### src/rtl/instruction_word_selector_pkg.sv
// Shared constants for selecting one instruction word out of a cache block.
// The select is the block-offset field addr[3:2] of the fetch address.
package instruction_word_selector_pkg;

  localparam int WORD_W    = 32;
  localparam int NUM_WORDS = 4;
  localparam int SEL_W     = $clog2(NUM_WORDS);

  // Position of the word-select field inside the CPU address.
  localparam int OFFSET_LSB = 2;
  localparam int OFFSET_MSB = OFFSET_LSB + SEL_W - 1;

  localparam logic [SEL_W-1:0] WORD0 = 2'd0;
  localparam logic [SEL_W-1:0] WORD1 = 2'd1;
  localparam logic [SEL_W-1:0] WORD2 = 2'd2;
  localparam logic [SEL_W-1:0] WORD3 = 2'd3;

  function automatic logic is_last_word(input logic [SEL_W-1:0] sel);
    return (sel == WORD3);
  endfunction

endpackage

### src/rtl/instruction_word_selector_if.sv
// Bus between the cache data array / CPU and the word selector.
// No back-pressure: OUT_VALID is a one-cycle pulse and the consumer must take OUT_REG then.
interface instruction_word_selector_if;
  import instruction_word_selector_pkg::*;

  logic [WORD_W-1:0] IN0;
  logic [WORD_W-1:0] IN1;
  logic [WORD_W-1:0] IN2;
  logic [WORD_W-1:0] IN3;
  logic [SEL_W-1:0]  SELECT;
  logic              LOAD;
  logic [WORD_W-1:0] OUT;
  logic [WORD_W-1:0] OUT_REG;
  logic              OUT_VALID;
  logic              OUT_LAST;

  modport master (
    output IN0, IN1, IN2, IN3, SELECT, LOAD,
    input  OUT, OUT_REG, OUT_VALID, OUT_LAST
  );

  modport slave (
    input  IN0, IN1, IN2, IN3, SELECT, LOAD,
    output OUT, OUT_REG, OUT_VALID, OUT_LAST
  );

endinterface

### src/rtl/instruction_word_selector_word_mux4.sv
// Pure combinational 4:1 word mux; an unknown select yields all-X in simulation.
module word_mux4
  import instruction_word_selector_pkg::*;
(
  input  logic [WORD_W-1:0] in0_i,
  input  logic [WORD_W-1:0] in1_i,
  input  logic [WORD_W-1:0] in2_i,
  input  logic [WORD_W-1:0] in3_i,
  input  logic [SEL_W-1:0]  sel_i,
  output logic [WORD_W-1:0] out_o
);

  always_comb begin
    out_o = 'x;
    case (sel_i)
      WORD0:   out_o = in0_i;
      WORD1:   out_o = in1_i;
      WORD2:   out_o = in2_i;
      WORD3:   out_o = in3_i;
      default: out_o = 'x;
    endcase
  end

endmodule

### src/rtl/instruction_word_selector.sv
// Instruction word selector: zero-latency selected word for the hit path plus a
// registered copy with a one-cycle valid pulse and a last-word flag.
module instruction_word_selector
  import instruction_word_selector_pkg::*;
(
  input  logic                        CLOCK,
  input  logic                        RESET_N,
  instruction_word_selector_if.slave  bus
);

  logic [WORD_W-1:0] sel_word;
  logic [WORD_W-1:0] out_reg_q, out_reg_d;
  logic              out_valid_q, out_valid_d;
  logic              out_last_q, out_last_d;

  // One mux feeds both the combinational output and the capture register.
  word_mux4 u_word_mux4 (
    .in0_i (bus.IN0),
    .in1_i (bus.IN1),
    .in2_i (bus.IN2),
    .in3_i (bus.IN3),
    .sel_i (bus.SELECT),
    .out_o (sel_word)
  );

  always_comb begin
    out_reg_d   = out_reg_q;
    out_last_d  = out_last_q;
    out_valid_d = bus.LOAD;
    if (bus.LOAD) begin
      out_reg_d  = sel_word;
      out_last_d = is_last_word(bus.SELECT);
    end
  end

  always_ff @(posedge CLOCK or negedge RESET_N) begin
    if (!RESET_N) begin
      out_reg_q   <= '0;
      out_valid_q <= 1'b0;
      out_last_q  <= 1'b0;
    end else begin
      out_reg_q   <= out_reg_d;
      out_valid_q <= out_valid_d;
      out_last_q  <= out_last_d;
    end
  end

  assign bus.OUT       = sel_word;
  assign bus.OUT_REG   = out_reg_q;
  assign bus.OUT_VALID = out_valid_q;
  assign bus.OUT_LAST  = out_last_q;

endmodule

### src/flat_wrapper.sv
// flat-port wrapper written by rule: the top's interface ports become plain ports
module instruction_word_selector_flat import instruction_word_selector_pkg::*;
  (CLOCK, RESET_N, bus_IN0, bus_IN1, bus_IN2, bus_IN3, bus_SELECT, bus_LOAD, bus_OUT, bus_OUT_REG, bus_OUT_VALID, bus_OUT_LAST);
  instruction_word_selector_if bus_i ();
  input  logic CLOCK;
  input  logic RESET_N;
  input wire logic [$bits(bus_i.IN0)-1:0] bus_IN0;
  input wire logic [$bits(bus_i.IN1)-1:0] bus_IN1;
  input wire logic [$bits(bus_i.IN2)-1:0] bus_IN2;
  input wire logic [$bits(bus_i.IN3)-1:0] bus_IN3;
  input wire logic [$bits(bus_i.SELECT)-1:0] bus_SELECT;
  input wire logic [$bits(bus_i.LOAD)-1:0] bus_LOAD;
  output wire logic [$bits(bus_i.OUT)-1:0] bus_OUT;
  output wire logic [$bits(bus_i.OUT_REG)-1:0] bus_OUT_REG;
  output wire logic [$bits(bus_i.OUT_VALID)-1:0] bus_OUT_VALID;
  output wire logic [$bits(bus_i.OUT_LAST)-1:0] bus_OUT_LAST;
  assign bus_i.IN0 = bus_IN0;
  assign bus_i.IN1 = bus_IN1;
  assign bus_i.IN2 = bus_IN2;
  assign bus_i.IN3 = bus_IN3;
  assign bus_i.SELECT = bus_SELECT;
  assign bus_i.LOAD = bus_LOAD;
  assign bus_OUT = bus_i.OUT;
  assign bus_OUT_REG = bus_i.OUT_REG;
  assign bus_OUT_VALID = bus_i.OUT_VALID;
  assign bus_OUT_LAST = bus_i.OUT_LAST;
  instruction_word_selector u_core (.CLOCK(CLOCK), .RESET_N(RESET_N), .bus(bus_i));
endmodule
### config.mk
export PLATFORM = sky130hd
export DESIGN_NAME = instruction_word_selector_flat
export DESIGN_NICKNAME = d
export VERILOG_FILES = /design/src/rtl/instruction_word_selector_pkg.sv /design/src/rtl/instruction_word_selector_if.sv /design/src/rtl/instruction_word_selector_word_mux4.sv /design/src/rtl/instruction_word_selector.sv /design/src/flat_wrapper.sv
export SDC_FILE = /design/constraint.sdc
export NUM_CORES = 1
export LEC_CHECK = 0
export ABC_CLOCK_PERIOD_IN_PS = 1300
export CORE_AREA = 2 2 107 78
export DETAILED_ROUTE_END_ITERATION = 7
export DIE_AREA = 0 0 109 80
export PLACE_DENSITY = 0.88
export SLEW_MARGIN = 20
export SYNTH_ARGS = -nofsm -noshare
export SYNTH_HDL_FRONTEND = slang
export SYNTH_SLANG_ARGS = --single-unit
### constraint.sdc
create_clock -name CLOCK -period 1.3 [get_ports CLOCK]
set_clock_uncertainty 0.2 [all_clocks]
set_input_delay 0.26 -clock CLOCK [delete_from_list [all_inputs] [get_ports CLOCK]]
set_output_delay 0.26 -clock CLOCK [all_outputs]
set_load 0.05 [all_outputs]
# ---- After elaboration in Yosys (flattened, before gate mapping)
# Index checks and enable logic that the tools add are counted.
dict set report classes {
  n_reduce_logical 1
  muxes 1
  shift 0
  n_addsub 0
  n_div 0
  bitwise 0
  n_mul 0
  n_eq_ne 3
  order_cmp 0
}
# cell count
set op_table {}
lappend op_table {{$pmux W32 S4} 1}
lappend op_table {{$eq A2 B2 Y1 const B} 2}
lappend op_table {{$eq A2 B1 Y1 const B} 1}
lappend op_table {{$logic_not A2 Y1} 1}
dict set report word_totals {
  mem_bits_ro 0
  memories 0
  regBits 34
  ramBits 0
  wordCells 8
  output_inout_bits 66
  latchBits 0
}

# ---- Logic depth before layout (Yosys ltp)
dict set report depth {
  word_depth 2
  depth_mapped 4
  mapped_depth_nobuf 2
}

# ---- By module
# Synthesis repeated with hierarchy kept, for this count alone.
dict set report hier_totals {
  cells_unflattened 112
  hier_area_um2 2215.9
}
# mod seq_area_each_um2 n_inst cells_each area_per_inst_um2
set by_module_without_submodules {}
lappend by_module_without_submodules {instruction_word_selector 850.8 1 73 1401.3}
lappend by_module_without_submodules {word_mux4 0.0 1 39 814.5}

# ---- Least setup slack after synthesis
# OpenSTA, ideal clock, no wires.
dict set report synth_path {
  kind {input -> output}
  start {input bus_SELECT[0]}
  end {output bus_OUT[0]}
  path_stages 3
  required_time_ns 0.840
  slack_ns -0.747
  arrival_time_ns 1.587
  cell_sequence {buf_2 -> buf_2 -> mux2i_1}
}
dict set report synth_between {
  elab_chain_len 2
  elab_cells_between_ends 5
}
# element line
set synth_lines {}
lappend synth_lines {{from (decl)} flat_wrapper.sv:11} ;# input wire logic [$bits(bus_i.SELECT)-1:0] bus_SELECT;
lappend synth_lines {{$eq A2 B2 Y1 (tied with other cells)} instruction_word_selector_word_mux4.sv:15} ;# case (sel_i)
lappend synth_lines {{$pmux W32 S4 (*)} instruction_word_selector_word_mux4.sv:15}
lappend synth_lines {{to (decl)} flat_wrapper.sv:13} ;# output wire logic [$bits(bus_i.OUT)-1:0] bus_OUT;
# Every way passes the cells marked *; elsewhere a longest branch is shown, timed or not.

# ---- Final worst setup path
dict set report layout_path {
  start {input bus_SELECT[1]}
  end {output bus_OUT[12]}
}
# The elaborated chain is that of the path after synthesis.

==> results.sh <==
export IMPL_post_route_util_pct=93.8
export IMPL_yosys_area_share_simple_pct=8.74
export IMPL_place_gp_congestion=0.754
export IMPL_switchingPower_mw=2.62
export IMPL_dp_hpwl_um=8750
export IMPL_drcViolationCount=0
export IMPL_dpl_cell_count=567
export IMPL_min_to="u_core.bus.OUT_REG[31]"
export IMPL_hold_class="in2reg"
export IMPL_post_dp_cell_area_um2=5950
export IMPL_p_leak_nw=3.00
export IMPL_htreeDepth=2
export IMPL_critPathMaxStageDelay_ns=0.34
export IMPL_grt_max_degree=35
export IMPL_ys_types=13
export IMPL_grt_ovfl_total=0
export IMPL_antenna_found_initial=2
export IMPL_finalCriticalPeriod_ns=1.67
export IMPL_fin_cells=619
export IMPL_tightest_slew_ns=0.349
export IMPL_yosys_warnings=0
export IMPL_path_clk_slew_ns=0.07
export IMPL_synthCells=219
export IMPL_p_per_area_nw_per_um2=854
export IMPL_die_w_um=109
export IMPL_hp_start="bus_IN1[31]"
export IMPL_outcome="finished with violations"
export IMPL_synth_mux_area_fraction_pct=39.0
export IMPL_finalCritPeriodShare_pct=129
export IMPL_ir_drop_uv=515
export IMPL_wl_um=19400
export IMPL_worstSetupPathType="in2out"
export IMPL_firstDrtPassIters=5
export IMPL_setup_viol=74
export IMPL_setup_tns_final_ns=-12.30
export IMPL_grt_busiest_layer="met2"
export IMPL_slew_viol_final=0
export IMPL_hold_path_depth=3
export IMPL_io_pins=199
export IMPL_pre_cts_slack_ns=-0.514
export IMPL_wire_per_inst_um=31.3
export IMPL_synthesis_area_um2=2460
export IMPL_hold_ws_ns=0.282
export IMPL_totalPowerFinal_mw=6.14
export IMPL_fmax_mhz=597
export IMPL_drive_gt1_share_pct=55.6
export IMPL_grt_pass1_wl_um=21600
export IMPL_rrSetupSlack_ns=0.03
export IMPL_cts_tree="built"
export IMPL_reg2reg_from="u_core.bus.OUT_REG[18]"
export IMPL_met1_usage_pct=37.2
export IMPL_p_clk_share_pct=13.3
export IMPL_drtIter0Drc=229
export IMPL_routed_via_count=3683
export IMPL_nFillCells=203
export IMPL_cap_violations=0
export IMPL_final_antenna_net_count=0
export IMPL_use_met3_pct=11.2
export IMPL_cp_max_fo=7
export IMPL_swShare_pct=42.7
export IMPL_synth_compound_area_share_pct=11.6
export IMPL_synth_seq_cells=34
export IMPL_slew_headroom_pct=76.7
export IMPL_seq_power_share_pct=22.2
export IMPL_regArea_um2=852
export IMPL_p_int_mw=3.52
export IMPL_required_ns=0.84
export IMPL_insertion_delay_ns=0.29
export IMPL_path_common_cell="buf_16"
export IMPL_path_cells="buf_16 > buf_16 > mux2i_2 > mux2i_4 > buf_12"
export IMPL_syn_to_final_growth_pct=192
export IMPL_synthAdderAreaFrac_pct=0
export IMPL_die_area_um2=8720
export IMPL_synth_area_per_cell_um2=11.2
export IMPL_synth_net_count=352
export IMPL_pwr_share_comb_pct=64.5
export IMPL_final_nets=647
export IMPL_endpoint_kind="primary output"
export IMPL_r2r_end="u_core.bus.OUT_REG[18]"
export IMPL_hold_viol_final=0
export IMPL_die_h_um=80
export IMPL_violations="setup timing"
export IMPL_synth_top_family_by_area="multiplexers"
export IMPL_stdcell_area_um2=7190
export IMPL_slowest_stage="mux2i_2"
export IMPL_met2_usage_pct=61.7
export IMPL_rsz0062_at_grt="yes"
export IMPL_start_util_pct=32.1
export IMPL_r2r_cells=3
export IMPL_cts_sinks=34
export IMPL_start_kind="primary input"
export IMPL_grt_total_usage_pct=34.0
export IMPL_clockRootBuffer="clkbuf_8"
export IMPL_via_per_inst=5.95
export IMPL_grt_pass1_vias=3739
export IMPL_rows=27
export IMPL_synth_yosys_seq_area_share_pct=34.6
export IMPL_cts_made_buffers=5
export IMPL_worstPathArrival_ns=1.21
export IMPL_setup_ws_ns=-0.374
export IMPL_cts_max_path_buffers=2
export IMPL_synth_xor_area_share_pct=0
export IMPL_port_buffers=198
export IMPL_core_region_area_um2=7670
export IMPL_multi_input_area_um2=2650
==> worst max path at each step <==
stage,start,to,slack (ns),cells past startpoint
2_1_floorplan,bus_SELECT[1],bus_OUT[28],-0.24,4
6_report,bus_SELECT[1],bus_OUT[12],-0.37,5
3_3_place_gp,bus_SELECT[1],bus_OUT[28],-0.46,5
4_1_cts,bus_SELECT[1],bus_OUT[16],-0.34,6
3_5_place_dp,bus_SELECT[1],bus_OUT[29],-0.51,5
5_1_grt,bus_SELECT[1],bus_OUT[13],-0.39,5
==> state kept, by name, indices dropped and copies added, names as in the netlist <==
signal,count
u_core.bus.OUT_VALID,1
u_core.bus.OUT_LAST,1
u_core.bus.OUT_REG,32
==> power by group through the flow <==
stage | combinational (mW) | clock [mW] | sequential, mW
after floorplan | 1.18 | 0 | 1.73
after global placement | 3.18 | 0 | 1.35
after detailed placement | 3.25 | 0 | 1.36
after CTS | 3.65 | 0.752 | 1.34
after global routing | 4.04 | 0.841 | 1.37
final | 3.96 | 0.816 | 1.37
==> placed cells by master (no fill, tap or decap), types with 2 or more instances in the layout <==
cell / netlist / layout
buf_6: 4 / 22
o221ai_2: 0 / 5
buf_4: 0 / 89
buf_12: 1 / 53
nand2b_1: 33 / 32
mux2i_4: 0 / 90
clkbuf_1: 3 / 2
dlygate4sd2_1: 0 / 129
dfrtp_1: 34 / 33
mux2i_2: 0 / 6
diode_2: 0 / 4
clkbuf_8: 0 / 5
buf_16: 0 / 12
o221ai_1: 32 / 27
==> critical path, delay by kind of cell <==
family | cells | cell delay [ns]
buffers and inverters | 3 | 0.47
multiplexers | 2 | 0.47
==> synthesized netlist by cell type (all sizes together) <==
cell type	count	area share [%]
mux2i	96	39
dfrtp	34	35
nand2b	33	8.4
o221ai	32	11
buf	17	5.5
clkbuf	3	0.46
inv	1	0.15
nand2	1	0.15
nand3	1	0.20
o21ai	1	0.20
==> final cells by class <==
| cell class | instances | share of cell area, % |
|---|---|---|
| multi-input cells | 164 | 36.8 |
| inverters | 1 | 0.0522 |
| clock buffers | 7 | 1.06 |
| flip-flops and latches | 34 | 11.8 |
| well taps | 101 | 1.76 |
| repair buffers | 308 | 48.3 |
| diodes | 4 | 0.139 |
==> cell families (layout without fill, tap and decap cells) <==
logic type             count (synthesis)  in the layout
muxes                                 96             96
and+or+nand+nor                       35             35
other                                  0              4
AOI/OAI and AO/OA                     33             33
DFF                                   34             34
buffers and inverters                 21            316
==> metal layers <==
layer / vias up / share of wire [%]
li1: 1461 / -
met1: 1748 / 33
met2: 371 / 49
met3: 103 / 12
met4: 0 / 6.3
met5: - / 0
==> repair_timing <==
item	4_1_cts	5_1_grt
setup buffers	21	17
gates cloned	8	1
resized for setup	262	11
pin swaps	0	1
endpoints found under the hold margin	34	0
hold buffers	1	0
endpoints found under the setup margin	98	91
(Power assumes the default switching activity.)
